`config.mk`:
```
export PLATFORM = sky130hd
export DESIGN_NAME = uart_transmitter
export DESIGN_NICKNAME = d
export VERILOG_FILES = /design/src/rtl/uart_pkg.sv /design/src/rtl/uart_symbol_timer.sv /design/src/rtl/uart_transmitter.sv
export SDC_FILE = /design/constraint.sdc
export NUM_CORES = 1
export LEC_CHECK = 0
export CORE_MARGIN = 5
export CORE_UTILIZATION = 49
export DETAILED_ROUTE_END_ITERATION = 10
export GPL_TIMING_DRIVEN = 0
export PLACE_DENSITY_LB_ADDON = 0.1
export SLEW_MARGIN = 30
export SYNTH_ARGS = -nofsm -noshare
export SYNTH_HDL_FRONTEND = slang
export SYNTH_SLANG_ARGS = --single-unit
```
`constraint.sdc`:
```
create_clock -name clock -period 2.5 [get_ports clock]
set_input_delay 0.25 -clock clock [delete_from_list [all_inputs] [get_ports clock]]
set_output_delay 0.25 -clock clock [all_outputs]
set_load 0.005 [all_outputs]
```
`src/rtl/uart_pkg.sv`:
```
// uart_pkg: shared UART state encoding, data width and symbol-length helper.
// Optional macro UART_TRANSMITTER_PARITY_EN adds the PARITY state.
package uart_pkg;

  localparam int unsigned DATA_WIDTH = 8;

`ifdef UART_TRANSMITTER_PARITY_EN
  typedef enum logic [2:0] {IDLE, START, DATA, PARITY, STOP} uart_state_t;
`else
  typedef enum logic [2:0] {IDLE, START, DATA, STOP} uart_state_t;
`endif

  // Clock cycles per line symbol (integer division).
  function automatic int unsigned symbol_cycles(input int unsigned clock_frequency,
                                                input int unsigned baud_rate);
    return clock_frequency / baud_rate;
  endfunction

endpackage

```
`src/rtl/uart_symbol_timer.sv`:
```
// uart_symbol_timer: 32-bit down-counter timing one UART symbol.
// Loaded with (cycles - 1) at symbol start; done while the count is zero.
module uart_symbol_timer (
  input  logic        clock,
  input  logic        reset,
  input  logic        load,
  input  logic [31:0] load_value,
  output logic        done
);

  logic [31:0] count;

  // Load at symbol start, then count down to zero and hold there.
  always_ff @(posedge clock) begin
    if (reset) begin
      count <= '0;
    end else if (load) begin
      count <= load_value;
    end else if (count != '0) begin
      count <= count - 32'd1;
    end
  end

  // Symbol ends in the cycle the count sits at zero.
  always_comb begin
    done = (count == '0);
  end

endmodule

```
`src/rtl/uart_transmitter.sv`:
```
// uart_transmitter: 8N1 UART transmitter with valid/ready byte input.
// Define UART_TRANSMITTER_PARITY_EN to insert an even-parity symbol before STOP.
module uart_transmitter
  import uart_pkg::*;
#(
  parameter int unsigned clock_frequency = 50000000,
  parameter int unsigned baud_rate       = 115200
) (
  input  logic       clock,
  input  logic       reset,
  input  logic [7:0] byte_data,
  input  logic       byte_valid,
  output logic       byte_ready,
  output logic       tx
);

  localparam int unsigned SYMBOL_CYCLES = symbol_cycles(clock_frequency, baud_rate);
  localparam logic [31:0] SYMBOL_LOAD   = 32'(SYMBOL_CYCLES - 1);

  uart_state_t           state;
  logic [DATA_WIDTH-1:0] shift;
  logic [2:0]            bit_count;
  logic                  ready_q;
  logic                  handshake;
  logic                  symbol_load;
  logic                  symbol_done;
`ifdef UART_TRANSMITTER_PARITY_EN
  logic                  parity;
`endif

  // Ready is masked by reset so it drops in reset cycles and rises the first cycle after.
  always_comb begin
    byte_ready  = ready_q & ~reset;
    handshake   = byte_valid & byte_ready;
    symbol_load = handshake | (symbol_done & (state != IDLE) & (state != STOP));
  end

  uart_symbol_timer u_symbol_timer (
    .clock      (clock),
    .reset      (reset),
    .load       (symbol_load),
    .load_value (SYMBOL_LOAD),
    .done       (symbol_done)
  );

  // Frame sequencer: latch on handshake, then START, 8 data bits LSB first, [PARITY], STOP.
  always_ff @(posedge clock) begin
    if (reset) begin
      state     <= IDLE;
      tx        <= 1'b1;
      ready_q   <= 1'b1;
      shift     <= '0;
      bit_count <= '0;
`ifdef UART_TRANSMITTER_PARITY_EN
      parity    <= 1'b0;
`endif
    end else begin
      case (state)
        IDLE: begin
          if (handshake) begin
            shift     <= byte_data;
            bit_count <= '0;
            tx        <= 1'b0;
            ready_q   <= 1'b0;
            state     <= START;
`ifdef UART_TRANSMITTER_PARITY_EN
            parity    <= ^byte_data;
`endif
          end
        end
        START: begin
          if (symbol_done) begin
            tx        <= shift[0];
            shift     <= shift >> 1;
            bit_count <= '0;
            state     <= DATA;
          end
        end
        DATA: begin
          if (symbol_done) begin
            if (bit_count == 3'd7) begin
`ifdef UART_TRANSMITTER_PARITY_EN
              tx    <= parity;
              state <= PARITY;
`else
              tx    <= 1'b1;
              state <= STOP;
`endif
            end else begin
              tx        <= shift[0];
              shift     <= shift >> 1;
              bit_count <= bit_count + 3'd1;
            end
          end
        end
`ifdef UART_TRANSMITTER_PARITY_EN
        PARITY: begin
          if (symbol_done) begin
            tx    <= 1'b1;
            state <= STOP;
          end
        end
`endif
        STOP: begin
          if (symbol_done) begin
            ready_q <= 1'b1;
            state   <= IDLE;
          end
        end
        default: begin
          tx      <= 1'b1;
          ready_q <= 1'b1;
          state   <= IDLE;
        end
      endcase
    end
  end

  // Fewer than two cycles per symbol cannot be timed by the down-counter.
  always_ff @(posedge clock) begin
    assert (SYMBOL_CYCLES >= 2)
      else $error("uart_transmitter: clock_frequency/baud_rate must be at least 2");
  end

endmodule

```
Word level (Yosys, flattened, before mapping)
Index checks and enable logic that the tools add are counted.

cells by class
  bitwise operators = 8
  eq/ne operators = 11
  reductions and logical operators = 12
  multiplexer cells = 24
  $add $sub $neg = 2

operator list
  cell                                                    count
  logical NOT 32 bit                                      1
  2-to-1 mux 8 bit                                        4
  nonzero test 32 bit                                     1
  subtractor 32 x 1 -> 32 bit (second input constant)     1
  2-to-1 mux 3 bit                                        8
  one-hot mux 8 bit (3 select lines)                      1
  2-to-1 mux 9 bit                                        2
  inequality test 2 bit (second input constant)           6
  one-hot mux 3 bit (4 select lines)                      1
  AND reduction 5 bit                                     2
  one-hot mux 3 bit (3 select lines)                      1
  == test 3 x 2 -> 1 bit (second input constant)          2
  nonzero test 3 bit                                      2
  2-to-1 mux 1 bit                                        5
  AND 1 bit                                               4
  one-hot mux 1 bit (4 select lines)                      1
  AND reduction 4 bit                                     1
  OR reduction 2 bit                                      2
  adder 3 x 1 -> 3 bit (second input constant)            1
  == test 3 x 1 -> 1 bit (second input constant)          1
  == test 3 bit (second input constant)                   1
  logical NOT 3 bit                                       1
  inequality test 3 x 2 -> 1 bit (second input constant)  1
  NOT 1 bit                                               3
  4 further kinds                                         4

storage, ports and cells
  register bits = 48
  output and inout port bits = 2
  input port bits = 11

Depth between registers and ports, before layout
Gate-level depths: netlist of run 1.

  word-level depth = 5
  depth in mapped cells = 9
  gate-level depth less buffers = 7

By module
Synthesis of run 1 repeated with hierarchy kept, for this count alone.

second synthesis, totals
  cell total of the unflattened synthesis = 312
  area, all modules = 2793.9 um2

by module, submodules not included
  module             cells each  area each (um2)  times used  sequential area each (um2)
  uart_symbol_timer  210         1834.3           1           640.6
  uart_transmitter   102         959.7            1           300.3

Least setup slack after synthesis of run 1
OpenSTA, ideal clock, no wires.

  path kind = flip-flop to flip-flop
  start point = register u_symbol_timer.count[4]
  end point = register u_symbol_timer.count[13]
  setup slack = 474 ps
  cell stages (with the launch flop) = 8
  arrival = 1912 ps
  cells stage by stage = dfxtp_1 > nor4_2 > and4_1 > buf_6 > nand2_2 > o311ai_4 > buf_6 > nor2_1

between the ends
  word-level cells in the longest chain between the ends = 5
  elaborated cells between the ends (all ways) = 7
  classes of those cells = 1 x add/sub; 3 x bitwise; 3 x reduce/logical

ends and longest elaborated chain
  element                                                              RTL line                 text
  start: declaration                                                   uart_symbol_timer.sv:11  logic [31:0] count;
  start signal: assignment                                             uart_symbol_timer.sv:18  count <= load_value;
  start signal: assignment                                             uart_symbol_timer.sv:20  count <= count - 32'd1;
  branches (longest 5 deep; another with subtractor 32 x 1 -> 32 bit)  n/a

Parallel ways; which one is timed is not known.
A chain may end at the register's enable or synchronous reset.

Worst setup path after layout of run 1
  start point = register u_symbol_timer.count[9]
  end point = register u_symbol_timer.count[2]

between the ends
  word-level cells in the longest chain between the ends = 5
  elaborated cells between the ends (all ways) = 6
  classes of those cells = 3 x bitwise; 3 x reduce/logical

ends and longest elaborated chain
  element                              RTL line                 text
  logical NOT 32 bit                   uart_symbol_timer.sv:26  done = (count == '0);
  AND 1 bit (2 in a row)               uart_transmitter.sv:35   symbol_load = handshake | (symbol_done & (state != IDLE) & (state != STOP));
  OR 1 bit                             uart_transmitter.sv:35
  OR reduction 2 bit (no source line)  n/a

Parallel ways exist; a longest one is shown, timed or not.

==> qor.csv, run 1 <==
stage;metric;value;unit
setup_path;arrival;2.51;ns
detailed_routing;vias;2198;
floorplanning;die_area;0.00679;mm^2
setup_path;cp-end-kind;flop;
clock_network;cts_root_buffer;clkbuf_8;
clock_network;cts_buffers;5;
synth;synth_cell_types;44;
timing;slew_violations;0;
floorplanning;start_util;50.3;%
setup_path;cp_slowest_cell;nor4_4;
cells_and_area;stdcell_count;383;
floorplanning;core;0.00511;mm^2
detailed_routing;ant_nets;0;
synth;synthArstFlopShare;0;%
global_route;grt_max_degree;14;
hold_path;hold_path.class;flop to flop;
status;status;completed;
synth;netlist_area;0.00257;mm^2
timing;maxSlewHeadroom;58.1;%
placement;placed_area;0.00278;mm^2
clock_network;cts.sinks;47;
timing;timing.hold.ws;0.489;ns
timing;rsz0062_at_grt;yes;
clock_network;cts_tree;done;
cells_and_area;design_area;0.00296;mm^2
clock_network;clkTransAtPathRegs;0.08;ns
timing;fin_crit_sh;92.4;%
synth;ys_ff_latch;47;
timing;final.min_clock_period;2.31;ns
placement;dp_hpwl;4.15;mm
timing;fmax;433;MHz
synth;synthCells;289;
placement;gp_congestion;0.816;
placement;io_buffers;12;
detailed_routing;first_pass_iters;4;
floorplanning;fp.dieH;82.4;um
synth;yosys_warnings;0;
run;maxCapViolCount;0;
detailed_routing;drt_iter0_markers;133;
placement;place_inst;371;
global_route;grt_pass1_wl;10.1;mm
setup_path;crit_path_max_incr_delay;0.49;ns
cells_and_area;nNetsFinal;331;
global_route;grt_pass1_vias;2054;
synth;ys_seq_area_share;36.6;%
cells_and_area;antenna_cells;0;
detailed_routing;drt-total-wl;5.81;mm
detailed_routing;viasPerCell;5.74;
setup_path;required;2.69;ns
detailed_routing;drc;0;
global_route;grt_usage;19.5;%
timing;finalHoldViolations;0;
floorplanning;die_w;82.4;um
global_route;antenna_found_initial;0;
setup_path;path_cells;nor4_4, and4_1, buf_2, nand2_2, o311ai_4, buf_12, buf_6, nor2_1;
clock_network;htree_levels;2;
setup_path;critPathLaunchType;flop;
setup_path;critPathKind;flop to flop;
timing;clock_skew;0.00835;ns
cells_and_area;fill_cells;497;
floorplanning;rows;26;
setup_path;cp_max_fo;10;
clock_network;clock_latency;0.30;ns
clock_network;cts-root-to-sink-buffers;2;
cells_and_area;syn_to_final_growth;15.3;%
global_route;grt_overflow;0;
synth;synth_ff_type;dfxtp_1;
cells_and_area;final_core_util;58.0;%
synth;synth_edf_count;0;
timing;tightest_slew;0.629;ns
timing;setup_viol;0;
synth;mappedNetlistNets;308;
cells_and_area;drive_gt1_share;11.8;%
detailed_routing;wl_per_cell;15.2;um
synth;syn_avg_cell_area;8.89;um^2
floorplanning;pin_count;13;
critical path, delay by kind of cell (launching register included):
family | cells | cell delay [ns]
AO/OA/AOI/OAI | 1 | 0.32
buffers and inverters | 3 | 0.53
flip-flops | 1 | 0.40
AND/OR/NAND/NOR | 4 | 0.93
metal layers:
layer  global-route usage, %  share of wire, %  up-vias
li1                        -                 -     1106
met1                    29.1                51     1025
met2                    27.5                42       61
met3                    4.01               5.4        6
met4                    6.98               1.3        0
met5                       0                 0        -
path summary, 6_finish.rpt:
check | cells past startpoint | end | startpoint | slack (ns)
worst max-delay path | 8 | u_symbol_timer.count[2] | u_symbol_timer.count[9] | 0.19
worst min-delay path | 2 | shift[7] | shift[7] | 0.49
worst max register to register | 8 | u_symbol_timer.count[2] | u_symbol_timer.count[9] | 0.19
worst min register to register | 2 | shift[7] | shift[7] | 0.49
registers in the layout, summed over array words and instances, names as in the netlist:
| register | count |
|---|---|
| u_symbol_timer.count | 32 |
| bit_count | 3 |
| tx | 1 |
| ready_q | 1 |
| state | 2 |
| shift | 8 |
placed cells by master (no fill, tap or decap), types with 2 or more instances in the layout:
master	n
nand2b_1	2
clkdlybuf4s50_1	12
and2_1	2
nor2b_1	2
xnor2_1	16
buf_2	3
o211ai_1	3
nor4b_1	2
inv_1	5
dfxtp_1	47
nor2_1	31
nor4_4	2
nand4_1	5
clkbuf_8	7
nor4_1	5
buf_4	3
nand4b_1	2
nand2_1	10
a2111oi_4	2
nor3_1	13
nor4_2	6
xor2_1	7
or3_1	12
nor2_2	2
nand3b_1	2
nand3_1	7
o21ai_0	14
mux2i_1	10
clkbuf_1	7
ha_1	8
a211oi_1	14
buf_6	4
a21oi_1	30
and4_1	2
area by class of cell:
| type | count | area [um^2] | area share [%] |
|---|---|---|---|
| clock buffer | 8 | 100 | 3.38 |
| sequential | 47 | 941 | 31.7 |
| inverter | 5 | 18.8 | 0.633 |
| buffer | 14 | 86.3 | 2.91 |
| timing repair buffer | 16 | 163 | 5.49 |
| tap | 70 | 87.6 | 2.95 |
| multi-input combinational | 223 | 1570 | 52.9 |
cells in the mapped netlist, types with 2 or more instances:
| master | n | area [um^2] |
|---|---|---|
| a211oi_1 | 14 | 105 |
| buf_2 | 3 | 15.0 |
| nor4_2 | 3 | 37.5 |
| o21ai_0 | 14 | 70.1 |
| nand2b_1 | 2 | 12.5 |
| nand2_1 | 10 | 37.5 |
| nor4_1 | 9 | 56.3 |
| nor2_1 | 32 | 120 |
| a2111oi_4 | 2 | 55.1 |
| nor2b_1 | 2 | 12.5 |
| a21oi_1 | 30 | 150 |
| ha_1 | 8 | 100 |
| o211ai_1 | 3 | 22.5 |
| and2_1 | 2 | 12.5 |
| xor2_1 | 7 | 61.3 |
| inv_1 | 5 | 18.8 |
| nor4b_1 | 2 | 17.5 |
| buf_6 | 4 | 45.0 |
| nor3_1 | 13 | 65.1 |
| clkbuf_1 | 6 | 22.5 |
| xnor2_1 | 16 | 140 |
| or3_1 | 12 | 75.1 |
| and4_1 | 2 | 17.5 |
| mux2i_1 | 10 | 100 |
| nand3b_1 | 2 | 15.0 |
| nand4b_1 | 2 | 17.5 |
| nand3_1 | 7 | 35.0 |
| nand4_1 | 5 | 31.3 |
| dfxtp_1 | 47 | 941 |
timing repair:
| item | 4_1_cts | 5_1_grt |
|---|---|---|
| pin swaps | 1 | 0 |
| hold buffers | 0 | 0 |
| gates resized for setup | 2 | 5 |
| setup endpoints to repair | 27 | 33 |
| setup buffers | 4 | 0 |
stage by stage:
step | setup TNS, ns | worst slack [ns]
2_1_floorplan | 0 | 0.474
3_3_place_gp | -2.37 | -0.132
5_1_grt | -0.0278 | -0.0278
6_report | 0 | 0.190
3_5_place_dp | -3.24 | -0.175
4_1_cts | 0 | 0.0805
cells by family after synthesis:
group / share of synthesized area [%]
buf+inv: 4.09
xor+xnor: 7.84
simple gates: 24.7
flops: 36.6
fa+ha+maj: 3.89
mux: 3.89
compound gates: 19.0
Power of run 1 is left out: the tool's default activity adds up to more than one toggle a clock period on the data nets, which glitch-free logic cannot reach.
==> inputs of run 2 (changes only) <==
CORE_UTILIZATION = 60   (was 49)
TNS_END_PERCENT = 30   (was unset)
==> run 2 against run 1 <==
- final cell count decreased by 5.5%
- critical path depth decreased by 2
- cell area fell by 1.9%
- first-iteration DRC count down 25%
- die area is 16% lower
- routed wire length shrank 4.0%
==> qor.csv, run 2 (synthesis results as in run 1) <==
stage;metric;value;unit;change
timing;tns;0;ns;unchanged
setup_path;required;2.69;ns;about the same
setup_path;cp_slowest_cell;nor4_1;;was nor4_4
floorplanning;start_util;62.9;%;was 50.3%
floorplanning;fp.dieH;75.4;um;was 82.4 um
timing;tightest_slew;0.627;ns;was 0.629 ns
detailed_routing;wl_per_cell;15.4;um;was 15.2 um
setup_path;r2r_end;u_symbol_timer.count[31];;was u_symbol_timer.count[2]
floorplanning;die_w;75.4;um;was 82.4 um
cells_and_area;largest_register_ffs;32;;unchanged
cells_and_area;nNetsFinal;330;;was 331
cells_and_area;layout_commonest_cell;dfxtp_1;;unchanged
cells_and_area;multiInputGateArea;0.00155;mm^2;was 0.00157 mm^2
timing;clock_skew;0.00787;ns;was 0.00835 ns
setup_path;cp-end-kind;flop;;unchanged
detailed_routing;drt_iter0_markers;100;;was 133
detailed_routing;vias;2174;;was 2198
setup_path;arrival;2.52;ns;was 2.51 ns
cells_and_area;drive_gt1_share;10.9;%;was 11.8%
setup_path;cp_common_cell;nor4_1;;
setup_path;reg2regPathDepth;6;;was 8
floorplanning;core;0.00409;mm^2;was 0.00511 mm^2
timing;fin_crit_sh;93.0;%;was 92.4%
setup_path;cp_max_fo;10;;unchanged
timing;setup_viol;0;;unchanged
detailed_routing;first_pass_iters;4;;unchanged
clock_network;htree_levels;2;;unchanged
detailed_routing;viasPerCell;6.01;;was 5.74
clock_network;cts-root-to-sink-buffers;2;;unchanged
timing;finalHoldViolations;0;;unchanged
clock_network;postCtsHoldBufs;0;;unchanged
setup_path;path_buf_inv;1;;was 3
global_route;grt_usage;21.5;%;was 19.5%
setup_path;r2r-start;u_symbol_timer.count[14];;was u_symbol_timer.count[9]
detailed_routing;route.met2.wl;2.86;mm;was 2.46 mm
floorplanning;rows;23;;was 26
cells_and_area;antenna_cells;0;;unchanged
global_route;grt_pass1_vias;2059;;was 2054
timing;rsz0062_at_grt;no;;was yes
global_route;grt_max_degree;15;;was 14
global_route;grt_overflow;0;;unchanged
hold_path;worstHoldEndpoint;bit_count[2];;was shift[7]
hold_path;hold_path.class;flop to flop;;unchanged
cells_and_area;regMostFlops;u_symbol_timer.count;;unchanged
setup_path;crit_path_max_incr_delay;0.54;ns;was 0.49 ns
global_route;grt_pass1_wl;9.54;mm;was 10.1 mm
setup_path;path_delay_family;simple AND/OR/NAND/NOR gates;;unchanged
clock_network;cts_root_buffer;clkbuf_8;;unchanged
cells_and_area;final_core_util;71.2;%;was 58.0%
detailed_routing;ant_nets;0;;unchanged
clock_network;clkTransAtPathRegs;0.09;ns;was 0.08 ns
clock_network;cts_buffers;5;;unchanged
floorplanning;die_area;0.00569;mm^2;was 0.00679 mm^2
cells_and_area;area.sequential;941;um^2;unchanged
detailed_routing;drc;0;;unchanged
detailed_routing;drt-total-wl;5.58;mm;was 5.81 mm
timing;final.min_clock_period;2.32;ns;was 2.31 ns
placement;dp_hpwl;4.05;mm;was 4.15 mm
cells_and_area;final_cell_mix;dfxtp_1 (47), nor2_1 (32), a21oi_1 (30), xnor2_1 (16);;was dfxtp_1 (47), nor2_1 (31), a21oi_1 (30), xnor2_1 (16)
clock_network;cts.sinks;47;;unchanged
timing;slew_violations;0;;unchanged
clock_network;cts_tree;done;;unchanged
cells_and_area;fill_cells;343;;was 497
setup_path;critPathLaunchType;flop;;unchanged
timing;timing.hold.ws;0.486;ns;was 0.489 ns
timing;maxSlewHeadroom;58.2;%;was 58.1%
global_route;antenna_found_initial;0;;unchanged
floorplanning;pin_count;13;;unchanged
cells_and_area;top_regs;u_symbol_timer.count: 32 flops, shift: 8 flops, bit_count: 3 flops;;unchanged
hold_path;holdPathStages;2;;unchanged
setup_path;path_cells;nor4_1, nand4_2, clkbuf_1, nor4_1, xnor2_1, nor2_1;;was nor4_4, and4_1, buf_2, nand2_2, o311ai_4, buf_12, buf_6, nor2_1
placement;io_buffers;12;;unchanged
setup_path;critPathKind;flop to flop;;unchanged
placement;gp_congestion;0.843;;was 0.816
setup_path;reg2reg_setup_slack;0.18;ns;was 0.19 ns
detailed_routing;wl_met3;174;um;was 312 um
hold_path;hold_path.startpoint;bit_count[2];;was shift[7]
timing;fmax;430;MHz;was 433 MHz
run;maxCapViolCount;0;;unchanged
detailed_routing;drt-met1-wl;2.47;mm;was 2.96 mm
cells_and_area;syn_to_final_growth;13.1;%;was 15.3%
detailed_routing;top_layer_used;met4;;unchanged
clock_network;clock_latency;0.30;ns;about the same
status;status;completed;;unchanged
==> run 2: repair_timing <==
| action | 4_1_cts | 5_1_grt |
|---|---|---|
| hold endpoints to repair | 0 | 0 |
| setup endpoints to repair | 16 | 27 |
| pin swaps | 0 | 1 |
| gates resized for setup | 2 | 2 |
| setup buffers | 0 | 3 |
==> run 2: metal layers <==
layer / up-vias / track usage [%]
li1: 1107 / -
met1: 1023 / 26.7
met2: 37 / 37.6
met3: 7 / 4.09
met4: 0 / 6.99
met5: - / 0
==> run 2: how the worst max path moves through the flow <==
stage	start	endpoint	slack [ns]	cells after the start
2_1_floorplan	u_symbol_timer.count[4]	u_symbol_timer.count[13]	0.47	7
3_3_place_gp	u_symbol_timer.count[4]	u_symbol_timer.count[9]	-0.06	7
3_5_place_dp	u_symbol_timer.count[4]	u_symbol_timer.count[6]	-0.01	7
4_1_cts	u_symbol_timer.count[14]	u_symbol_timer.count[6]	0.07	7
5_1_grt	u_symbol_timer.count[0]	ready_q	0.002	8
6_report	u_symbol_timer.count[14]	u_symbol_timer.count[31]	0.18	6
==> run 2: worst min-delay path, stage by stage, from the launching register on <==
cell	delay [ns]
dfxtp_1	0.32
o21ai_0	0.07
a21oi_1	0.06
==> run 2: cell type report <==
| class | instances | area share, % |
|---|---|---|
| clock inverters | 1 | 0.258 |
| multi-input cells | 223 | 53.4 |
| flip-flops and latches | 47 | 32.4 |
| repair buffers | 15 | 4.91 |
| plain buffers | 14 | 2.97 |
| inverters | 5 | 0.645 |
| clock buffers | 7 | 3.31 |
| well taps | 50 | 2.15 |
==> run 2: stage by stage <==
step	cell area (um^2)	cells	setup slack, ns
after CTS	2870	359	0.0705
after global placement	2750	351	-0.0608
final	2910	362	0.176
after detailed placement	2750	351	-0.0136
after global routing	2910	362	0.00238
after floorplan	2570	289	0.474
Power of run 2 is left out for the same reason.
==> inputs of run 3 (changes only) <==
--- a/config.mk
+++ b/config.mk
@@ -7,5 +7,6 @@
 export LEC_CHECK = 0
 export CORE_MARGIN = 5
-export CORE_UTILIZATION = 60
+export CORE_UTILIZATION = 62
+export CTS_BUF_LIST = sky130_fd_sc_hd__clkbuf_8
 export DETAILED_ROUTE_END_ITERATION = 10
 export GPL_TIMING_DRIVEN = 0
==> constraint.sdc (replaced) <==
create_clock -name clock -period 2.5 [get_ports clock]
set_input_delay 0.375 -clock clock [delete_from_list [all_inputs] [get_ports clock]]
set_output_delay 0.375 -clock clock [all_outputs]
set_load 0.005 [all_outputs]
==> run 3 against run 2 <==
- clock skew decreased by 0.0012 ns
- first-iteration DRC count increased by 110%
- setup slack improved by 0.040 ns
- register-to-register slack improved by 0.04 ns
- count of clock-buffer cells in the layout decreased by 2
- global-route usage increased by 0.82 points
==> qor.csv, run 3 (synthesis results as in run 1) <==
stage;metric;value;unit;change
global_route;grt_usage;22.4;%;was 21.5%
timing;maxSlewHeadroom;57.3;%;was 58.2%
detailed_routing;ant_nets;0;;unchanged
cells_and_area;final_core_util;73.2;%;was 71.2%
timing;setup_viol;0;;unchanged
setup_path;critPathLaunchType;flop;;unchanged
cells_and_area;largest_register_ffs;32;;unchanged
global_route;grt_pass1_wl;9.73;mm;was 9.54 mm
clock_network;clkTransAtPathRegs;0.09;ns;about the same
floorplanning;rows;23;;unchanged
global_route;grt_max_degree;16;;was 15
clock_network;clock_latency;0.30;ns;about the same
cells_and_area;design_area;0.00293;mm^2;was 0.00291 mm^2
setup_path;path_cells;nor4_4, and4_1, buf_2, nand2_2, o311ai_4, buf_12, buf_6, nor2_1;;was nor4_1, nand4_2, clkbuf_1, nor4_1, xnor2_1, nor2_1
timing;final.min_clock_period;2.28;ns;was 2.32 ns
clock_network;cts_tree;done;;unchanged
clock_network;postCtsHoldBufs;0;;unchanged
placement;gp_congestion;0.820;;was 0.843
clock_network;htree_levels;2;;unchanged
hold_path;hold_path.class;flop to flop;;unchanged
timing;clock_skew;0.00669;ns;was 0.00787 ns
cells_and_area;antenna_cells;0;;unchanged
placement;io_buffers;12;;unchanged
detailed_routing;drt-total-wl;5.76;mm;was 5.58 mm
timing;slew_violations;0;;unchanged
detailed_routing;vias;2195;;was 2174
detailed_routing;viasPerCell;6.10;;was 6.01
cells_and_area;final_cell_mix;dfxtp_1 (47), nor2_1 (32), a21oi_1 (30), xnor2_1 (16);;unchanged
floorplanning;start_util;64.2;%;was 62.9%
global_route;grt_pass1_vias;2088;;was 2059
placement;placed_area;0.00275;mm^2;unchanged
status;status;completed;;unchanged
global_route;grt_overflow;0;;unchanged
floorplanning;die_area;0.00553;mm^2;was 0.00569 mm^2
cells_and_area;regMostFlops;u_symbol_timer.count;;unchanged
clock_network;cts-root-to-sink-buffers;2;;unchanged
run;maxCapViolCount;0;;unchanged
floorplanning;die_w;74.4;um;was 75.4 um
cells_and_area;drive_gt1_share;11.0;%;was 10.9%
setup_path;cp-end-kind;flop;;unchanged
detailed_routing;drc;0;;unchanged
detailed_routing;first_pass_iters;4;;unchanged
timing;fin_crit_sh;91.4;%;was 93.0%
setup_path;cp_max_fo;10;;unchanged
clock_network;cts.sinks;47;;unchanged
floorplanning;fp.dieH;74.4;um;was 75.4 um
setup_path;path_delay_family;simple AND/OR/NAND/NOR gates;;unchanged
timing;fmax;438;MHz;was 430 MHz
detailed_routing;drt_iter0_markers;213;;was 100
setup_path;cp_slowest_cell;nor4_4;;was nor4_1
clock_network;cts_buffers;5;;unchanged
detailed_routing;wl_per_cell;16.0;um;was 15.4 um
cells_and_area;nNetsFinal;328;;was 330
setup_path;critPathKind;flop to flop;;unchanged
cells_and_area;top_regs;u_symbol_timer.count: 32 flops, shift: 8 flops, bit_count: 3 flops;;unchanged
setup_path;crit_path_max_incr_delay;0.48;ns;was 0.54 ns
timing;tightest_slew;0.640;ns;was 0.627 ns
floorplanning;core;0.00400;mm^2;was 0.00409 mm^2
floorplanning;pin_count;13;;unchanged
timing;tns;0;ns;unchanged
clock_network;cts_root_buffer;clkbuf_8;;unchanged
setup_path;path_buf_inv;3;;was 1
global_route;antenna_found_initial;0;;unchanged
setup_path;arrival;2.48;ns;was 2.52 ns
cells_and_area;layout_commonest_cell;dfxtp_1;;unchanged
cells_and_area;syn_to_final_growth;13.9;%;was 13.1%
setup_path;required;2.70;ns;was 2.69 ns
placement;dp_hpwl;4.01;mm;was 4.05 mm
timing;finalHoldViolations;0;;unchanged
[run 3: tightest hold or removal path: stages, from the launching register on]
cell	delay, ns
dfxtp_1	0.32
o21ai_0	0.07
a21oi_1	0.06
[run 3: path summary, 6_finish.rpt]
| check | start | end | slack (ns) | depth (start not counted) |
|---|---|---|---|---|
| hold reg to reg | bit_count[2] | bit_count[2] | 0.49 | 2 |
| hold / removal | bit_count[2] | bit_count[2] | 0.49 | 2 |
| setup / recovery | u_symbol_timer.count[9] | u_symbol_timer.count[6] | 0.22 | 8 |
| setup reg to reg | u_symbol_timer.count[9] | u_symbol_timer.count[6] | 0.22 | 8 |
[run 3: final cells by class]
type,count,area [um^2]
inverters,5,18.8
flip-flops and latches,47,941
clock inverters,3,43.8
multi-input cells,223,1570
fillers,330,1070
well taps,50,62.6
clock buffers,5,68.8
plain buffers,14,86.3
repair buffers,13,140
[run 3: metrics by stage]
| stage | std cells | setup slack, ns | hold slack, ns |
|---|---|---|---|
| after floorplan | 289 | 0.474 | 0.449 |
| after CTS | 359 | 0.0205 | 0.485 |
| after global routing | 360 | -0.0167 | 0.514 |
| after detailed placement | 351 | -0.0175 | 0.472 |
| after global placement | 351 | 0.0405 | 0.466 |
| final | 360 | 0.215 | 0.486 |
[run 3: repair_timing]
| item | 4_1_cts | 5_1_grt |
|---|---|---|
| setup buffers | 0 | 1 |
| endpoints found under the setup margin | 20 | 25 |
| resized for setup | 1 | 5 |
| cloned | 0 | 0 |
| pin swaps | 0 | 1 |
[run 3: per-layer routing]
metal  track usage (%)  wire [um]  vias to the layer above  share of wire [%]
met4              6.72         42                        0               0.73
met3              4.05        230                        6                4.0
met2              39.7       2910                       49                 51
li1                  -          -                     1103                  -
met1              27.4       2580                     1037                 45
met5                 0          0                        -                  0
Power of run 3 is left out for the same reason.
